File: config.mk
export PLATFORM = sky130hd
export DESIGN_NAME = int_ctrl_n_flat
export DESIGN_NICKNAME = d
export VERILOG_FILES = /design/src/rtl/int_ctrl_n_if.sv /design/src/rtl/int_ctrl_n.sv /design/src/flat_wrapper.sv
export SDC_FILE = /design/constraint.sdc
export NUM_CORES = 1
export LEC_CHECK = 0
export CAP_MARGIN = 20
export CELL_PAD_IN_SITES_DETAIL_PLACEMENT = 1
export CELL_PAD_IN_SITES_GLOBAL_PLACEMENT = 2
export CORE_ASPECT_RATIO = 2
export CORE_UTILIZATION = 23
export CTS_CLUSTER_DIAMETER = 120
export DETAILED_ROUTE_END_ITERATION = 8
export GPL_ROUTABILITY_DRIVEN = 0
export GPL_TIMING_DRIVEN = 0
export PLACE_DENSITY_LB_ADDON = 0.15
export RECOVER_POWER = 50
export SLEW_MARGIN = 15
export SYNTH_ARGS = -nofsm -noshare
export SYNTH_HDL_FRONTEND = slang
export SYNTH_SLANG_ARGS = --single-unit
File: constraint.sdc
create_clock -name clk -period 1.1 [get_ports clk]
set_input_delay 0.165 -clock clk [delete_from_list [all_inputs] [get_ports clk]]
set_output_delay 0.165 -clock clk [all_outputs]
set_load 0.02 [all_outputs]
File: src/rtl/int_ctrl_n_if.sv
// Bus bundle for the IM2 interrupt controller: Z80 bus pins, register access
// port and acknowledge sideband.
interface int_ctrl_n_if #(
  parameter int NUM_INT = 8
);
  localparam int IDW = $clog2(NUM_INT);

  // Z80 side
  logic               m1_n;
  logic               iorq_n;
  logic               int_n;
  logic [7:0]         int_vector;

  // request sources and register access
  logic [NUM_INT-1:0] int_stbs;
  logic               ena_wr;
  logic               req_wr;
  logic [NUM_INT-1:0] wr_mask;
  logic               wr_val;
  logic [NUM_INT-1:0] ena_rd;
  logic [NUM_INT-1:0] req_rd;

  // acknowledge sideband
  logic               ack_stb;
  logic [IDW-1:0]     ack_id;
  logic               ack_spur;

  // controller view
  modport slave (
    input  m1_n, iorq_n, int_stbs, ena_wr, req_wr, wr_mask, wr_val,
    output ena_rd, req_rd, int_n, int_vector, ack_stb, ack_id, ack_spur
  );

  // host / CPU view
  modport master (
    output m1_n, iorq_n, int_stbs, ena_wr, req_wr, wr_mask, wr_val,
    input  ena_rd, req_rd, int_n, int_vector, ack_stb, ack_id, ack_spur
  );
endinterface

File: src/rtl/int_ctrl_n.sv
// Z80 IM2 interrupt controller for NUM_INT sources with fixed or rotating
// priority, spurious-vector path and an acknowledge strobe.
module int_ctrl_n #(
  parameter int                 NUM_INT  = 8,
  parameter logic [7:0]         VEC_BASE = 8'hE0,
  parameter logic [7:0]         SPUR_VEC = 8'hFE,
  parameter logic [NUM_INT-1:0] ENA_RST  = '1,
  parameter bit                 ROTATE   = 1'b0
) (
  input  logic        clk,
  input  logic        rst_n,
  int_ctrl_n_if.slave bus
);

  localparam int IDW = $clog2(NUM_INT);

  typedef logic [NUM_INT-1:0] vec_t;
  typedef logic [IDW-1:0]     id_t;
  typedef logic [IDW:0]       id_ext_t;

  localparam id_ext_t NUM_ID = id_ext_t'(NUM_INT);

  // --------------------------------------------------------------------------
  // Z80 strobe synchronisers and edge detection
  // --------------------------------------------------------------------------
  logic m1_r, m1_rr, iorq_r, iorq_rr;
  logic m1_beg, inta;

  always_ff @(posedge clk or negedge rst_n) begin
    if (!rst_n) begin
      m1_r    <= 1'b1;
      m1_rr   <= 1'b1;
      iorq_r  <= 1'b1;
      iorq_rr <= 1'b1;
    end else begin
      // NOTE: non-blocking assignments let every flop sample pre-edge values,
      // which is what makes this a two-stage chain rather than one flop.
      m1_r    <= bus.m1_n;
      m1_rr   <= m1_r;
      iorq_r  <= bus.iorq_n;
      iorq_rr <= iorq_r;
    end
  end

  assign m1_beg = m1_rr & ~m1_r;
  // IORQ falling while M1 is already low marks the interrupt acknowledge cycle
  assign inta   = iorq_rr & ~iorq_r & ~m1_rr;

  // --------------------------------------------------------------------------
  // State
  // --------------------------------------------------------------------------
  vec_t req, ena, pend;
  vec_t pri;
  id_t  pri_id;
  id_t  rot_ptr;
  logic int_n;
  logic ack_stb;
  id_t  ack_id;
  logic ack_spur;

  assign pend = req & ena;

  // --------------------------------------------------------------------------
  // Winner search: rotate pend so rot_ptr sits at bit 0, pick the lowest set
  // bit, then rotate the offset back. With ROTATE=0 rot_ptr stays 0.
  // --------------------------------------------------------------------------
  logic [2*NUM_INT-1:0] pend_dbl;
  vec_t                 pend_rot;
  logic                 win_found;
  id_t                  win_off;
  id_ext_t              win_sum;
  id_t                  win_id;
  vec_t                 win_oh;

  always_comb begin
    // NOTE: every always_comb output gets a default first so no path can
    // leave it unassigned and infer a latch.
    pend_dbl  = {pend, pend} >> rot_ptr;
    pend_rot  = pend_dbl[NUM_INT-1:0];
    win_found = 1'b0;
    win_off   = '0;
    for (int i = NUM_INT - 1; i >= 0; i--) begin
      if (pend_rot[i]) begin
        win_found = 1'b1;
        win_off   = id_t'(i);
      end
    end
    win_sum = {1'b0, win_off} + {1'b0, rot_ptr};
    if (win_sum >= NUM_ID) win_sum = win_sum - NUM_ID;
    win_id = win_found ? win_sum[IDW-1:0] : '0;
    win_oh = win_found ? (vec_t'(1) << win_id) : '0;
  end

  // Pointer follows the acknowledged source, wrapping at NUM_INT
  id_ext_t ptr_sum;
  id_t     ptr_next;

  always_comb begin
    ptr_sum = {1'b0, pri_id} + id_ext_t'(1);
    if (ptr_sum >= NUM_ID) ptr_sum = ptr_sum - NUM_ID;
    ptr_next = ptr_sum[IDW-1:0];
  end

  // --------------------------------------------------------------------------
  // Request / enable next state. A strobe outranks its own acknowledge so a
  // new event arriving during INTA is not lost.
  // --------------------------------------------------------------------------
  vec_t req_next, ena_next;

  always_comb begin
    req_next = req;
    ena_next = ena;
    for (int i = 0; i < NUM_INT; i++) begin
      if (bus.int_stbs[i])
        req_next[i] = 1'b1;
      else if (inta && pri[i])
        req_next[i] = 1'b0;
      else if (bus.req_wr && bus.wr_mask[i])
        req_next[i] = bus.wr_val;

      if (bus.ena_wr && bus.wr_mask[i])
        ena_next[i] = bus.wr_val;
    end
  end

  // --------------------------------------------------------------------------
  // Registers
  // --------------------------------------------------------------------------
  always_ff @(posedge clk or negedge rst_n) begin
    if (!rst_n) begin
      req      <= '0;
      ena      <= ENA_RST;
      int_n    <= 1'b1;
      pri      <= '0;
      pri_id   <= '0;
      rot_ptr  <= '0;
      ack_stb  <= 1'b0;
      ack_id   <= '0;
      ack_spur <= 1'b0;
    end else begin
      req     <= req_next;
      ena     <= ena_next;
      int_n   <= ~|pend;
      ack_stb <= inta;

      // Winner is frozen at the start of every M1 so only this cycle's
      // winner can be cleared by the following INTA
      if (m1_beg) begin
        pri    <= win_oh;
        pri_id <= win_id;
      end

      if (inta) begin
        if (|pri) begin
          ack_id   <= pri_id;
          ack_spur <= 1'b0;
          if (ROTATE) rot_ptr <= ptr_next;
        end else begin
          ack_id   <= '0;
          ack_spur <= 1'b1;
        end
      end
    end
  end

  // --------------------------------------------------------------------------
  // Outputs
  // --------------------------------------------------------------------------
  assign bus.int_vector = (|pri) ? (VEC_BASE | 8'({pri_id, 1'b0})) : SPUR_VEC;
  assign bus.int_n      = int_n;
  assign bus.ena_rd     = ena;
  assign bus.req_rd     = req;
  assign bus.ack_stb    = ack_stb;
  assign bus.ack_id     = ack_id;
  assign bus.ack_spur   = ack_spur;

endmodule

File: src/flat_wrapper.sv
// flat-port wrapper written by rule: the top's interface ports become plain ports
module int_ctrl_n_flat 
#(
  parameter int                 NUM_INT  = 8,
  parameter logic [7:0]         VEC_BASE = 8'hE0,
  parameter logic [7:0]         SPUR_VEC = 8'hFE,
  parameter logic [NUM_INT-1:0] ENA_RST  = '1,
  parameter bit                 ROTATE   = 1'b0
)
  (clk, rst_n, bus_m1_n, bus_iorq_n, bus_int_stbs, bus_ena_wr, bus_req_wr, bus_wr_mask, bus_wr_val, bus_ena_rd, bus_req_rd, bus_int_n, bus_int_vector, bus_ack_stb, bus_ack_id, bus_ack_spur);
  int_ctrl_n_if #(.NUM_INT(NUM_INT)) bus_i ();
  input  logic clk;
  input  logic rst_n;
  input wire logic [$bits(bus_i.m1_n)-1:0] bus_m1_n;
  input wire logic [$bits(bus_i.iorq_n)-1:0] bus_iorq_n;
  input wire logic [$bits(bus_i.int_stbs)-1:0] bus_int_stbs;
  input wire logic [$bits(bus_i.ena_wr)-1:0] bus_ena_wr;
  input wire logic [$bits(bus_i.req_wr)-1:0] bus_req_wr;
  input wire logic [$bits(bus_i.wr_mask)-1:0] bus_wr_mask;
  input wire logic [$bits(bus_i.wr_val)-1:0] bus_wr_val;
  output wire logic [$bits(bus_i.ena_rd)-1:0] bus_ena_rd;
  output wire logic [$bits(bus_i.req_rd)-1:0] bus_req_rd;
  output wire logic [$bits(bus_i.int_n)-1:0] bus_int_n;
  output wire logic [$bits(bus_i.int_vector)-1:0] bus_int_vector;
  output wire logic [$bits(bus_i.ack_stb)-1:0] bus_ack_stb;
  output wire logic [$bits(bus_i.ack_id)-1:0] bus_ack_id;
  output wire logic [$bits(bus_i.ack_spur)-1:0] bus_ack_spur;
  assign bus_i.m1_n = bus_m1_n;
  assign bus_i.iorq_n = bus_iorq_n;
  assign bus_i.int_stbs = bus_int_stbs;
  assign bus_i.ena_wr = bus_ena_wr;
  assign bus_i.req_wr = bus_req_wr;
  assign bus_i.wr_mask = bus_wr_mask;
  assign bus_i.wr_val = bus_wr_val;
  assign bus_ena_rd = bus_i.ena_rd;
  assign bus_req_rd = bus_i.req_rd;
  assign bus_int_n = bus_i.int_n;
  assign bus_int_vector = bus_i.int_vector;
  assign bus_ack_stb = bus_i.ack_stb;
  assign bus_ack_id = bus_i.ack_id;
  assign bus_ack_spur = bus_i.ack_spur;
  int_ctrl_n #(.NUM_INT(NUM_INT), .VEC_BASE(VEC_BASE), .SPUR_VEC(SPUR_VEC), .ENA_RST(ENA_RST), .ROTATE(ROTATE)) u_core (.clk(clk), .rst_n(rst_n), .bus(bus_i));
endmodule
==> results of run 1 <==
## flip-flops by register name, summed over array words and instances, names as in the netlist
signal / count
u_core.bus.ack_spur: 1
u_core.bus.req_rd: 8
u_core.m1_rr: 1
u_core.bus.ena_rd: 8
u_core.iorq_r: 1
u_core.m1_r: 1
u_core.bus.ack_stb: 1
u_core.iorq_rr: 1
u_core.bus.int_n: 1
## layer usage
metal	part of all wire [%]	track usage [%]	up-vias
met5	0	0	-
met4	2.9	9.31	0
met3	4.1	2.69	6
met2	59	24.2	32
met1	34	14.5	424
li1	-	-	378
## through the flow
stage	setup slack, ns	hold slack (ns)
after floorplan	0.0861	-0.131
after global placement	-0.391	0.349
after detailed placement	-0.400	0.352
after CTS	-0.0315	0.225
after global routing	-0.0494	0.319
final	-0.0205	0.310
## final cells by class
| type | count | area (um^2) |
|---|---|---|
| Clock buffer | 3 | 41.3 |
| Tap cell | 54 | 67.6 |
| Fill cell | 495 | 2710 |
| Multi-Input combinational cell | 50 | 362 |
| Sequential cell | 23 | 592 |
| Timing Repair Buffer | 47 | 414 |
| Clock inverter | 1 | 5.00 |
| Buffer | 14 | 104 |
## path summary, 6_finish.rpt
path | endpoint | slack, ns | cells past startpoint
worst max-delay path | bus_ena_rd[7] | -0.02 | 1
worst max register to register | u_core.bus.int_n | 0.10 | 3
worst min register to register | u_core.m1_rr | 0.37 | 0
max in group asynchronous | u_core.bus.req_rd[4] | 0.28 | 2
worst min-delay path | u_core.bus.ena_rd[6] | 0.31 | 3
min in group asynchronous | u_core.bus.req_rd[6] | 0.43 | 2
## what timing repair did
action                                  4_1_cts  5_1_grt
hold endpoints to repair                      0       10
hold buffers                                  0        1
buffers inserted                              6        0
resized for setup                            90        4
endpoints found under the setup margin       37       12
## cells by family (layout without fill, tap and decap cells)
group	count (synthesis)	in the layout	synth area share, %
simple gates	11	11	5.14
other cells	2	11	0.734
flops	23	23	57.8
buf+inv	14	65	10.1
mux	8	8	8.80
compound gates	20	20	17.4
## power groups by stage
stage | Combinational (mW) | Sequential, mW | Clock [mW]
2_1_floorplan | 0.182 | 1.10 | 0
3_3_place_gp | 0.532 | 1.03 | 0
3_5_place_dp | 0.543 | 1.03 | 0
4_1_cts | 0.589 | 1.02 | 0.556
5_1_grt | 0.622 | 1.03 | 0.578
6_report | 0.581 | 1.02 | 0.537
## synth_stat cells (all sizes together)
cell | count | area share (%)
a21boi | 8 | 6.6
a22oi | 4 | 2.9
a311o | 8 | 7.8
and4 | 1 | 0.86
buf | 14 | 10
conb | 2 | 0.73
dfrtp | 10 | 24
dfstp | 13 | 33
mux2 | 8 | 8.8
nand2 | 8 | 2.9
nor3b | 1 | 0.73
or2 | 1 | 0.61
==> results.txt, run 1 <==
- Period Utilization, post-route: 102%
* Number of nets in the layout: 162
- The clock net in this run drives a total of 23 sinks.
- Global-route wire length before repair: 4680 um
* Number of max-capacitance violations reported: 0
* Inserted Diodes: 0
* Die Outline Area: 4740 um^2
* Number of instances in the placed design: 181
- The tree is rooted in a sky130_fd_sc_hd__clkbuf_8.
- The worst setup path is launched from a register.
- Avg Inst Size Synth: 13.1 um^2
- Slowest Stage Delay on Critical Path: 0.56 ns
- Clock latency at the later pin of the worst-skew pair: 0.27 ns
* Flip-flop and latch count after synthesis: 23
- Iteration count of the initial detailed-routing pass: 2
- Summing all non-filler instances in the final layout gives an area of 1590 um^2.
* Residual overflow from global routing: 0
- # rows: 34
- Entering global routing, the biggest net connects 24 pins.
- Critical path start-end classification: register to primary output
- Violated checks: negative setup slack
- The analysis attributes to net switching a power of 0.614 mW.
* Commonest cells after routing, fill and taps aside: 17 x sky130_fd_sc_hd__buf_4, 16 x sky130_fd_sc_hd__clkdlybuf4s50_1, 13 x sky130_fd_sc_hd__dfstp_2
- Sequential cells burn 47.6% of the power.
- The number of hold violations in the final report came to 0.
- The number of pins with negative max-slew slack in the final report came to 0.
- The smallest clock period supported by the final layout is computed as 1.12 ns.
- Number of buffers between clock root and the deepest sink: 2
- For this run, the top clock speed supported by timing is 892 MHz.
- Clock-pin slew reported for the worst setup and hold paths after clock tree synthesis: 0.08 ns
- Compared with the post-synthesis result, the final layout area differs by 54.9%.
* CP delay by family, top: flip-flops
- The run finished, with violations left.
- The startpoint identified for the worst hold timing path is bus_ena_wr.
- The synthesized netlist contains 15 unique library cells.
- Number of antenna violations at the first check in global routing: 0
- Overall power consumption after layout is estimated at 2.13 mW.
- Power Dens Cells: 1350 nW/um^2
- Sequential element share of the synthesized area: 57.8%
- The library cell used most frequently in the layout, excluding fill and tap cells, is sky130_fd_sc_hd__buf_4.
- Setup violations remaining at the end of the flow were counted as 4.
- The share of total power dissipated in combinational logic is 27.2%.
- Least setup slack across all paths after layout: -0.0205 ns
- Via count of the first global-routing pass: 863
- Routed vias/inst: 4.38
- After detailed routing, the number of remaining DRC violations is 0.
- Global-route usage over all layers: 13.7%
- Routed Antenna Nets: 0
* Depth of the CTS H-tree: 1
- The number of buffers and inverters on the critical path is 1.
* Post-Layout Cell Count: 192
- Final cell utilization of the core: 36.9%
* Clock power frac: 25.2%
* Total negative setup slack: -0.0495 ns
- Cell with the largest stage delay on the worst path: sky130_fd_sc_hd__dfstp_2
- Width of the die: 49.2 um
- Maximum ir drop on the vdd rail: 0.780 mV
- Routed wire length: 2970 um
- Post-Synthesis Cell Area: 1020 um^2
* Switching share of power: 28.7%
- Die Height: 96.3 um
- In the final routed layout, each cell accounts on average for 15.5 um.
- Critical Path Start: u_core.bus.ena_rd[7]
- STA classifies the critical path endpoint as a primary output.
- Warning count from the yosys run: 3
* Area of the core region: 4300 um^2
* Crit path DAT: 0.96 ns
* Post-DP HPWL: 2250 um
* Internal power contribution: 1.52 mW
- Measured against its own limit, the worst slew margin works out to 60.4%.
- 53 I/O pins were placed.
- Once the floorplan was initialized, standard cells occupied 23.8% of the core.
* Port buffer count: 40
* Leakage power: 0.674 nW
- The detailed router finished its first iteration with 8 violations.
* Cell area reported after detailed placement: 1530 um^2
- Critical Path Fanout Max: 3
- Setup repair after global routing could not meet its margin everywhere.
- Synthesis produced a netlist whose cell count is 78.
* Pin slew with the least headroom to its limit: 0.594 ns
* Required time of the critical path: 0.94 ns
- Reg-to-Reg Start: u_core.bus.ena_rd[2]
- In this run the worst hold path is classified as input pin to register.
- Across the routed clock network, the largest skew measured is 0.00110 ns.
- Critical Path, Cell by Cell: buf_6
- Vias: 840
* TritonCTS clock tree: done
- Ratio of cells with drive above 1 in the final layout: 48.6%
* Num CTS Buffers: 3
(Power assumes the default switching activity.)
==> run 2: changes to the inputs <==
--- a/config.mk
+++ b/config.mk
@@ -14,6 +14,7 @@
 export DETAILED_ROUTE_END_ITERATION = 8
 export GPL_ROUTABILITY_DRIVEN = 0
 export GPL_TIMING_DRIVEN = 0
+export HOLD_SLACK_MARGIN = 0.12
 export PLACE_DENSITY_LB_ADDON = 0.15
 export RECOVER_POWER = 50
 export SLEW_MARGIN = 15
==> results of run 2 <==
Final layout, timing and power as in run 1 (identical DEF).
